$ cat config.mk
export PLATFORM = sky130hd
export DESIGN_NAME = muldiv_unit
export DESIGN_NICKNAME = d
export VERILOG_FILES = /design/src/rtl/muldiv_pkg.sv /design/src/rtl/muldiv_signfix.sv /design/src/rtl/muldiv_unit.sv
export SDC_FILE = /design/constraint.sdc
export NUM_CORES = 1
export LEC_CHECK = 0
export ABC_AREA = 1
export BUFFER_PORTS_ARGS = -buffer_cell sky130_fd_sc_hd__buf_2
export CAP_MARGIN = 20
export CELL_PAD_IN_SITES_DETAIL_PLACEMENT = 1
export CELL_PAD_IN_SITES_GLOBAL_PLACEMENT = 1
export CORE_UTILIZATION = 47
export DETAILED_ROUTE_END_ITERATION = 16
export PLACE_DENSITY_LB_ADDON = 0.1
export SYNTH_ARGS = -nofsm -noshare
export SYNTH_HDL_FRONTEND = slang
export SYNTH_HIERARCHICAL = 1
export SYNTH_SLANG_ARGS = --single-unit
$ cat constraint.sdc
create_clock -name i_clk -period 9.85 [get_ports i_clk]
set_clock_uncertainty 0.15 [all_clocks]
set_input_delay 1.4775 -clock i_clk [delete_from_list [all_inputs] [get_ports i_clk]]
set_output_delay 1.4775 -clock i_clk [all_outputs]
set_load 0.03 [all_outputs]
$ cat src/rtl/muldiv_pkg.sv
// Shared definitions for the iterative RV32M/RV64M multiply/divide unit:
// funct3 op encodings, FSM state encodings, default width and op helpers.
package muldiv_pkg;

    localparam int XLEN_DEF = 32;

    typedef enum logic [2:0] {
        MD_MUL    = 3'd0,
        MD_MULH   = 3'd1,
        MD_MULHSU = 3'd2,
        MD_MULHU  = 3'd3,
        MD_DIV    = 3'd4,
        MD_DIVU   = 3'd5,
        MD_REM    = 3'd6,
        MD_REMU   = 3'd7
    } md_op_e;

    typedef enum logic [1:0] {
        IDLE = 2'd0,
        BUSY = 2'd1,
        DONE = 2'd2
    } md_state_e;

    // funct3[2] separates the divide group from the multiply group
    function automatic logic op_is_div(input logic [2:0] op);
        return op[2];
    endfunction

    function automatic logic op_is_rem(input logic [2:0] op);
        return (op == MD_REM) || (op == MD_REMU);
    endfunction

    function automatic logic op_is_mulh(input logic [2:0] op);
        return (op == MD_MULH) || (op == MD_MULHSU) || (op == MD_MULHU);
    endfunction

    // rs1 is treated as signed for MULH, MULHSU, DIV and REM
    function automatic logic op1_signed(input logic [2:0] op);
        return (op == MD_MULH) || (op == MD_MULHSU) || (op == MD_DIV) || (op == MD_REM);
    endfunction

    // rs2 is treated as signed for MULH, DIV and REM
    function automatic logic op2_signed(input logic [2:0] op);
        return (op == MD_MULH) || (op == MD_DIV) || (op == MD_REM);
    endfunction

endpackage

$ cat src/rtl/muldiv_signfix.sv
// Conditional two's-complement negation of a pair of values. Used on the
// request side to turn signed operands into magnitudes and on the result
// side to restore the sign of product/quotient and remainder.
module muldiv_signfix #(
    parameter int W = 32
) (
    input  logic [W-1:0] i_a,
    input  logic         i_neg_a,
    input  logic [W-1:0] i_b,
    input  logic         i_neg_b,
    output logic [W-1:0] o_a,
    output logic [W-1:0] o_b
);

    function automatic logic [W-1:0] cond_neg(input logic [W-1:0] val, input logic neg);
        logic signed [W-1:0] s_val;
        s_val = $signed(val);
        return neg ? $unsigned(-s_val) : val;
    endfunction

    assign o_a = cond_neg(i_a, i_neg_a);
    assign o_b = cond_neg(i_b, i_neg_b);

endmodule

$ cat src/rtl/muldiv_unit.sv
// Iterative multiply/divide unit for the execute stage. One bit per cycle:
// shift-add multiply into a 2*XLEN product, restoring shift-subtract divide.
// Divide-by-zero and signed overflow complete in one cycle.
// Optional build macro FAST_MUL_EN: multiplies are done combinationally at
// acceptance and also complete in one cycle.
module muldiv_unit
    import muldiv_pkg::*;
#(
    parameter int XLEN  = XLEN_DEF,
    parameter int CNT_W = $clog2(XLEN) + 1
) (
    input  logic            i_clk,
    input  logic            i_rst,
    input  logic            i_valid,
    output logic            o_ready,
    input  logic [2:0]      i_op,
    input  logic [XLEN-1:0] i_op1,
    input  logic [XLEN-1:0] i_op2,
    input  logic            i_flush,
    output logic            o_valid,
    output logic [XLEN-1:0] o_result
);

    localparam logic [XLEN-1:0] MOST_NEG = {1'b1, {(XLEN-1){1'b0}}};

    md_state_e         r_state;
    md_state_e         w_state_next;
    logic [2:0]        r_op;
    logic [CNT_W-1:0]  r_cnt;
    logic [XLEN-1:0]   r_mcand;
    logic [2*XLEN-1:0] r_acc;
    logic              r_neg_a;
    logic              r_neg_b;
    logic [XLEN-1:0]   r_result;

    logic              w_accept;
    logic              w_in_div;
    logic              w_in_neg1;
    logic              w_in_neg2;
    logic              w_div_zero;
    logic              w_div_ovf;
    logic              w_short;
    logic [XLEN-1:0]   w_mag1;
    logic [XLEN-1:0]   w_mag2;
    logic [XLEN-1:0]   w_short_res;

    logic [XLEN:0]     w_add;
    logic [2*XLEN-1:0] w_mul_next;
    logic [XLEN:0]     w_rem_sh;
    logic [XLEN:0]     w_diff;
    logic              w_ge;
    logic [2*XLEN-1:0] w_div_next;
    logic [2*XLEN-1:0] w_acc_next;
    logic              w_last;

    logic [2*XLEN-1:0] w_iter_a;
    logic [2*XLEN-1:0] w_iter_b;
    logic [2*XLEN-1:0] w_fix_in_a;
    logic              w_fix_neg_a;
    logic              w_fix_neg_b;
    logic [2:0]        w_fix_op;
    logic [2*XLEN-1:0] w_fix_a;
    logic [2*XLEN-1:0] w_fix_b;
    logic [XLEN-1:0]   w_fix_res;

    function automatic logic [XLEN-1:0] sel_result(input logic [2:0] op,
                                                   input logic [2*XLEN-1:0] a,
                                                   input logic [2*XLEN-1:0] b);
        if (op_is_mulh(op)) return a[2*XLEN-1:XLEN];
        if (op_is_rem(op))  return b[XLEN-1:0];
        return a[XLEN-1:0];
    endfunction

    // RISC-V defined results for divide-by-zero and signed overflow
    function automatic logic [XLEN-1:0] special_result(input logic [2:0] op,
                                                       input logic zero,
                                                       input logic [XLEN-1:0] op1);
        if (zero) return op_is_rem(op) ? op1 : '1;
        return op_is_rem(op) ? '0 : op1;
    endfunction

    // Request-side classification and magnitude conversion
    assign w_in_div   = op_is_div(i_op);
    assign w_in_neg1  = op1_signed(i_op) && i_op1[XLEN-1];
    assign w_in_neg2  = op2_signed(i_op) && i_op2[XLEN-1];
    assign w_div_zero = w_in_div && (i_op2 == '0);
    assign w_div_ovf  = w_in_div && op1_signed(i_op) && (i_op1 == MOST_NEG) && (i_op2 == '1);

    muldiv_signfix #(.W(XLEN)) u_in_fix (
        .i_a     (i_op1),
        .i_neg_a (w_in_neg1),
        .i_b     (i_op2),
        .i_neg_b (w_in_neg2),
        .o_a     (w_mag1),
        .o_b     (w_mag2)
    );

    // One iteration step; r_acc holds {hi, lo} for both algorithms
    assign w_add      = {1'b0, r_acc[2*XLEN-1:XLEN]} + {1'b0, r_mcand};
    assign w_mul_next = r_acc[0] ? {w_add, r_acc[XLEN-1:1]} : {1'b0, r_acc[2*XLEN-1:1]};
    assign w_rem_sh   = r_acc[2*XLEN-1:XLEN-1];
    assign w_diff     = w_rem_sh - {1'b0, r_mcand};
    // partial remainder stays below the divisor, so the borrow bit is the compare
    assign w_ge       = ~w_diff[XLEN];
    assign w_div_next = w_ge ? {w_diff[XLEN-1:0], r_acc[XLEN-2:0], 1'b1}
                             : {w_rem_sh[XLEN-1:0], r_acc[XLEN-2:0], 1'b0};
    assign w_acc_next = op_is_div(r_op) ? w_div_next : w_mul_next;
    assign w_last     = (r_cnt == CNT_W'(XLEN - 1));

    assign w_iter_a = op_is_div(r_op) ? {{XLEN{1'b0}}, w_acc_next[XLEN-1:0]} : w_acc_next;
    assign w_iter_b = {{XLEN{1'b0}}, w_acc_next[2*XLEN-1:XLEN]};

`ifdef FAST_MUL_EN
    logic              w_fast_mode;
    logic [2*XLEN-1:0] w_fast_prod;

    assign w_fast_mode = (r_state == IDLE);
    assign w_fast_prod = {{XLEN{1'b0}}, w_mag1} * {{XLEN{1'b0}}, w_mag2};
    assign w_fix_in_a  = w_fast_mode ? w_fast_prod : w_iter_a;
    assign w_fix_neg_a = w_fast_mode ? (w_in_neg1 ^ w_in_neg2) : r_neg_a;
    assign w_fix_neg_b = w_fast_mode ? w_in_neg1 : r_neg_b;
    assign w_fix_op    = w_fast_mode ? i_op : r_op;
    assign w_short     = w_in_div ? (w_div_zero || w_div_ovf) : 1'b1;
    assign w_short_res = w_in_div ? special_result(i_op, w_div_zero, i_op1) : w_fix_res;
`else
    assign w_fix_in_a  = w_iter_a;
    assign w_fix_neg_a = r_neg_a;
    assign w_fix_neg_b = r_neg_b;
    assign w_fix_op    = r_op;
    assign w_short     = w_div_zero || w_div_ovf;
    assign w_short_res = special_result(i_op, w_div_zero, i_op1);
`endif

    muldiv_signfix #(.W(2*XLEN)) u_out_fix (
        .i_a     (w_fix_in_a),
        .i_neg_a (w_fix_neg_a),
        .i_b     (w_iter_b),
        .i_neg_b (w_fix_neg_b),
        .o_a     (w_fix_a),
        .o_b     (w_fix_b)
    );

    assign w_fix_res = sel_result(w_fix_op, w_fix_a, w_fix_b);
    assign o_result  = r_result;

    // FSM state register
    always_ff @(posedge i_clk or posedge i_rst) begin
        if (i_rst) r_state <= IDLE;
        else       r_state <= w_state_next;
    end

    // Next-state, handshake and result-valid decode
    always_comb begin
        w_state_next = r_state;
        o_ready      = 1'b0;
        o_valid      = 1'b0;
        w_accept     = 1'b0;
        case (r_state)
            IDLE: begin
                o_ready  = !i_flush;
                w_accept = i_valid && !i_flush;
                if (w_accept) w_state_next = w_short ? DONE : BUSY;
            end
            BUSY: begin
                if (i_flush)     w_state_next = IDLE;
                else if (w_last) w_state_next = DONE;
            end
            DONE: begin
                o_valid      = !i_flush;
                w_state_next = IDLE;
            end
            default: w_state_next = IDLE;
        endcase
    end

    // Operand latch, iteration and result register
    always_ff @(posedge i_clk or posedge i_rst) begin
        if (i_rst) begin
            r_op     <= '0;
            r_cnt    <= '0;
            r_mcand  <= '0;
            r_acc    <= '0;
            r_neg_a  <= 1'b0;
            r_neg_b  <= 1'b0;
            r_result <= '0;
        end else if (w_accept) begin
            r_op    <= i_op;
            r_cnt   <= '0;
            r_mcand <= w_mag2;
            r_acc   <= {{XLEN{1'b0}}, w_mag1};
            r_neg_a <= w_in_neg1 ^ w_in_neg2;
            r_neg_b <= w_in_neg1;
            if (w_short) r_result <= w_short_res;
        end else if (r_state == BUSY && !i_flush) begin
            r_acc <= w_acc_next;
            r_cnt <= r_cnt + CNT_W'(1);
            if (w_last) r_result <= w_fix_res;
        end
    end

endmodule

==> results.toml, run 1 <==
[critical_path]
worstPathRequired_ns = 10.15
crit_type = "reg -> reg"
worstPathArrival_ns = 5.26
endpoint_kind = "register"
path_max_fanout = 26
crit_path_start_kind = "register"

[detailed_routing]
drc = 0
ant_nets = 0
routed_wl_um = 96400
viasPerCell = 6.07
routedWlPerCell_um = 23.3
first_iter_violations = 2953
vias = 25100
firstDrtPassIters = 6

[yosys]
yosysWarningCount = 6
syn_inst = 3569
syn_area_sq_mm = 0.0196
syn_avg_cell_area_sq_um = 5.49
syn_nets = 3711

[power_and_ir_drop]
p_total_mw = 7.06
powerDensity_mw_per_mm2 = 335
power.leakage_nw = 11.6
ir_drop_uv = 159

[die]
core_sq_mm = 0.0409
die_h_um = 206
rows = 74
dieArea_sq_mm = 0.0425
ios = 105
die_x_um = 206
start_util_pct = 47.9

[timing]
hold_viol_final = 0
slew_headroom_pct = 6.16
holdWs_ns = 0.358
setup_viol = 0
rsz0062_at_grt = "no"
fmax_ghz = 0.202
tightest_slew_ns = 1.39
setup-tns-final_ns = 0
slew_violations = 0
finalCritPeriodShare_pct = 50.3
fin_ws_ns = 4.89
period_needed_ns = 4.96

[placement]
dp_cells = 4110
io_buffers = 104
place_hpwl_um = 76900
place_area_sq_mm = 0.0204
dp_worst_setup_slack_ns = 5.04
place_congestion = 1.10

[global_route]
grt_max_degree = 84
grt_pass1_wl_um = 146000
overflow = 0
grt_pass1_vias = 25000
track_usage_pct = 45.7
antenna_found_initial = 6

[min_path]
hp-class = "reg -> reg"

[final_layout]
antennaDiodeCount = 0
postLayoutCoreUtil_pct = 51.4
drive_gt1_share_pct = 8.64
postLayoutCellArea_sq_mm = 0.0211
final_nets = 3740
fill_cells = 6100
final_cells = 4143
area_growth_pct = 7.52

[clock_network]
h-tree-depth = 4
ctsResizeCount = 0
cts_buffers = 17
cts_hold_buffers = 0
cts_tree = "built"
cts.sinks = 141
clk_pin_slew_ns = 0.08
cts_buffer_depth = 2
ctsRootBufferMaster = "clkbuf_16"
clkLatencyLatePin_ns = 0.52
post_cts_buffers = 0

[run_status]
outcome = "complete, no violations"

[run]
maxCapViolations = 0
==> critical path, stage by stage (launching register included) <==
cell and delay (ns):
dfrtp_1 0.40, inv_1 0.15, ha_1 0.17, inv_1 0.10, fa_1 0.41, nand2_1 0.10
nand2_1 0.11, nand3_1 0.13, nand2_2 0.12, nand2_2 0.09, nand2_2 0.08, nand2_4 0.11
nand3_4 0.17, nand2_8 0.24, o21ai_2 0.09, inv_1 0.12, ha_1 0.20, nand3_2 0.13
nor2_1 0.37, nand3_1 0.21, nand2_2 0.16, xor2_1 0.27, a21oi_1 0.08, o21ai_0 0.27
o211ai_1 0.14, nand2_1 0.14, nand2_1 0.06, nand2_1 0.09
==> sequential cells by signal, indices dropped and copies added (netlist names) <==
signal    cells
r_acc        64
o_result     32
r_mcand      32
r_cnt         6
r_op          3
r_state       2
r_neg_a       1
r_neg_b       1
==> worst paths after layout <==
path / from / end / slack, ns / cells past startpoint
worst max register to register: r_acc[31] / o_result[20] / 4.89 / 27
max in group asynchronous: i_rst / r_op[2] / 7.03 / 3
worst max-delay path: r_acc[31] / o_result[20] / 4.89 / 27
worst min register to register: o_result[13] / o_result[13] / 0.36 / 2
min in group asynchronous: i_rst / o_result[30] / 1.01 / 2
worst min-delay path: o_result[13] / o_result[13] / 0.36 / 2
==> routing by layer <==
| metal | part of all wire (%) | routed length, um | global-route usage [%] |
|---|---|---|---|
| met1 | 41 | 39700 | 59.7 |
| met2 | 43 | 41500 | 69.4 |
| met3 | 11 | 10400 | 11.6 |
| met4 | 5.0 | 4800 | 22.6 |
| met5 | 0.058 | 56 | 0 |
==> final cells by class <==
class	count	area, sq um	area share, %
inverter	489	1840	8.74
multi-input combinational	2822	13700	65.1
clock inverter	15	170	0.808
clock buffer	17	425	2.02
sequential	141	3530	16.8
tap	532	666	3.16
timing repair buffer	127	713	3.39
==> cell usage in the layout, fill, tap and decap left out, drive strengths merged, types with 24 or more instances in the layout <==
cell type	instances
a21oi	145
dfrtp	141
inv	497
o211ai	31
buf	127
xnor2	64
nand3	331
o21ai	204
and2	24
nand4	45
xor2	47
nand2	1363
ha	69
nor2	414
==> power breakdown <==
part           internal (mW)  total (mW)  switching, mW
registers              0.714       0.990          0.275
clock network          0.361       0.714          0.354
logic                   1.52        5.36           3.84
total                   2.59        7.06           4.47
No activity file was read; power rests on OpenSTA's default activity.
==> run 2: changes to the inputs <==
Settings changed: CORE_UTILIZATION 47 to 44.
Clock period 9.85 ns to 4.8 ns, I/O delays scaled along.
==> run 2 against run 1 <==
Cell count grew 2.0%; non-clock buffer count grew 27; sequential power increased by 98%; worst hold slack got worse by 0.18 ns; first-iteration DRC count is 19% lower; clock-buffer cell count unchanged; critical path type unchanged; largest cell class unchanged; largest power group unchanged.
==> results.toml, run 2 (synthesis results as in run 1) <==
[die]
ios = 105
dieArea_sq_mm = 0.0454
die_x_um = 213
die_h_um = 213
core_sq_mm = 0.0435
start_util_pct = 45.1
rows = 76

[final_layout]
area_growth_pct = 9.76
fill_cells = 6443
postLayoutCellArea_sq_mm = 0.0215
drive_gt1_share_pct = 9.86
top_register = "r_acc"
final_cells = 4226
layout_commonest_cell = "nand2_1"
final-seq-area_sq_mm = 0.00353
postLayoutCoreUtil_pct = 49.5
layout_common_cells = "nand2_1 (1322), inv_1 (474), nor2_1 (356)"
multi_input_area_sq_mm = 0.0139
final_nets = 3770
largest_reg_flops = 64

[clock_network]
cts_buffer_depth = 2
clkLatencyLatePin_ns = 0.50
ctsRootBufferMaster = "clkbuf_16"
cts_buffers = 17
cts_tree = "built"
clk_pin_slew_ns = 0.08
h-tree-depth = 4
cts.sinks = 141
cts_hold_buffers = 0

[timing]
holdWs_ns = 0.178
tightest_slew_ns = 0.922
period_needed_ns = 4.55
slew_violations = 0
setup_viol = 0
finalCritPeriodShare_pct = 94.8
hold_viol_final = 0
slew_headroom_pct = 37.9
fmax_ghz = 0.220

[critical_path]
endpoint_kind = "register"
r2r_start = "r_acc[31]"
cp.buffers_inverters = 3
cp_common_cell = "nand2_1"
crit_type = "reg -> reg"
critical_path.top_delay_family = "simple AND/OR/NAND/NOR gates"
worstPathArrival_ns = 4.82
path_max_fanout = 7
crit_path_start_kind = "register"
slowest_stage = "fa_1"
r2r-end = "o_result[28]"
max_stage_delay_ns = 0.43
reg2reg_depth = 27
rrSetupSlack_ns = 0.25
worstPathRequired_ns = 5.08

[detailed_routing]
routed_wl_um = 93500
vias = 24400
routedWlPerCell_um = 22.1
ant_nets = 0
first_iter_violations = 2405
firstDrtPassIters = 8
drc = 0
viasPerCell = 5.78

[run_status]
outcome = "complete, no violations"

[min_path]
hp-class = "in -> async"

[placement]
place_area_sq_mm = 0.0207
dp_cells = 4188
place_hpwl_um = 75900
place_congestion = 1.08
io_buffers = 104

[power_and_ir_drop]
powerDensity_mw_per_mm2 = 687
power.leakage_nw = 11.7
ir_drop_uv = 358

[global_route]
grt_max_degree = 74
antenna_found_initial = 4
track_usage_pct = 41.3
grt_pass1_wl_um = 141000
grt_pass1_vias = 23800
overflow = 0

[run]
maxCapViolations = 0
## run 2: final cells by class
class / instances / share of cell area, %
multi-input combinational: 2825 / 64.5
sequential: 141 / 16.4
inverter: 489 / 8.56
timing repair buffer: 154 / 4.40
tap: 585 / 3.41
clock buffer: 17 / 1.98
clock inverter: 14 / 0.681
antenna: 1 / 0.0116
## run 2: report_power, final
part	internal (mW)	switching [mW]	leakage, nW	total, mW
clock	0.731	0.675	0.287	1.41
combinational	3.38	8.03	9.61	11.4
sequential	1.47	0.494	1.84	1.96
## run 2: layer usage
metal	share of wire [%]	vias to the layer above	track usage [%]
met5	0.022	-	0
met2	43	1088	61.7
met1	44	11800	57.5
met4	3.9	4	15.8
li1	-	11300	-
met3	9.6	193	9.27
## run 2: through the flow
| step | setup slack (ns) | setup TNS, ns | total power [mW] |
|---|---|---|---|
| after floorplan | 0.149 | 0 | 9.03 |
| after detailed placement | 0.230 | 0 | 12.5 |
| after global routing | -0.0258 | -0.0576 | 15.7 |
| final | 0.251 | 0 | 14.8 |
| after CTS | 0.110 | 0 | 14.0 |
| after global placement | 0.322 | 0 | 12.2 |
## run 2: repair_timing
item                       4_1_cts  5_1_grt
gates resized for setup          0       36
buffers inserted                 0        2
setup endpoints to repair        0       22
## run 2: worst max-delay path by stage
stage / start / end / cells after the start
finish: r_acc[31] / o_result[28] / 27
global route: r_acc[31] / o_result[30] / 29
CTS: r_acc[31] / o_result[2] / 26
detailed placement: r_acc[31] / o_result[2] / 26
global placement: r_acc[31] / o_result[2] / 26
floorplan: i_rst / o_result[0] / 1
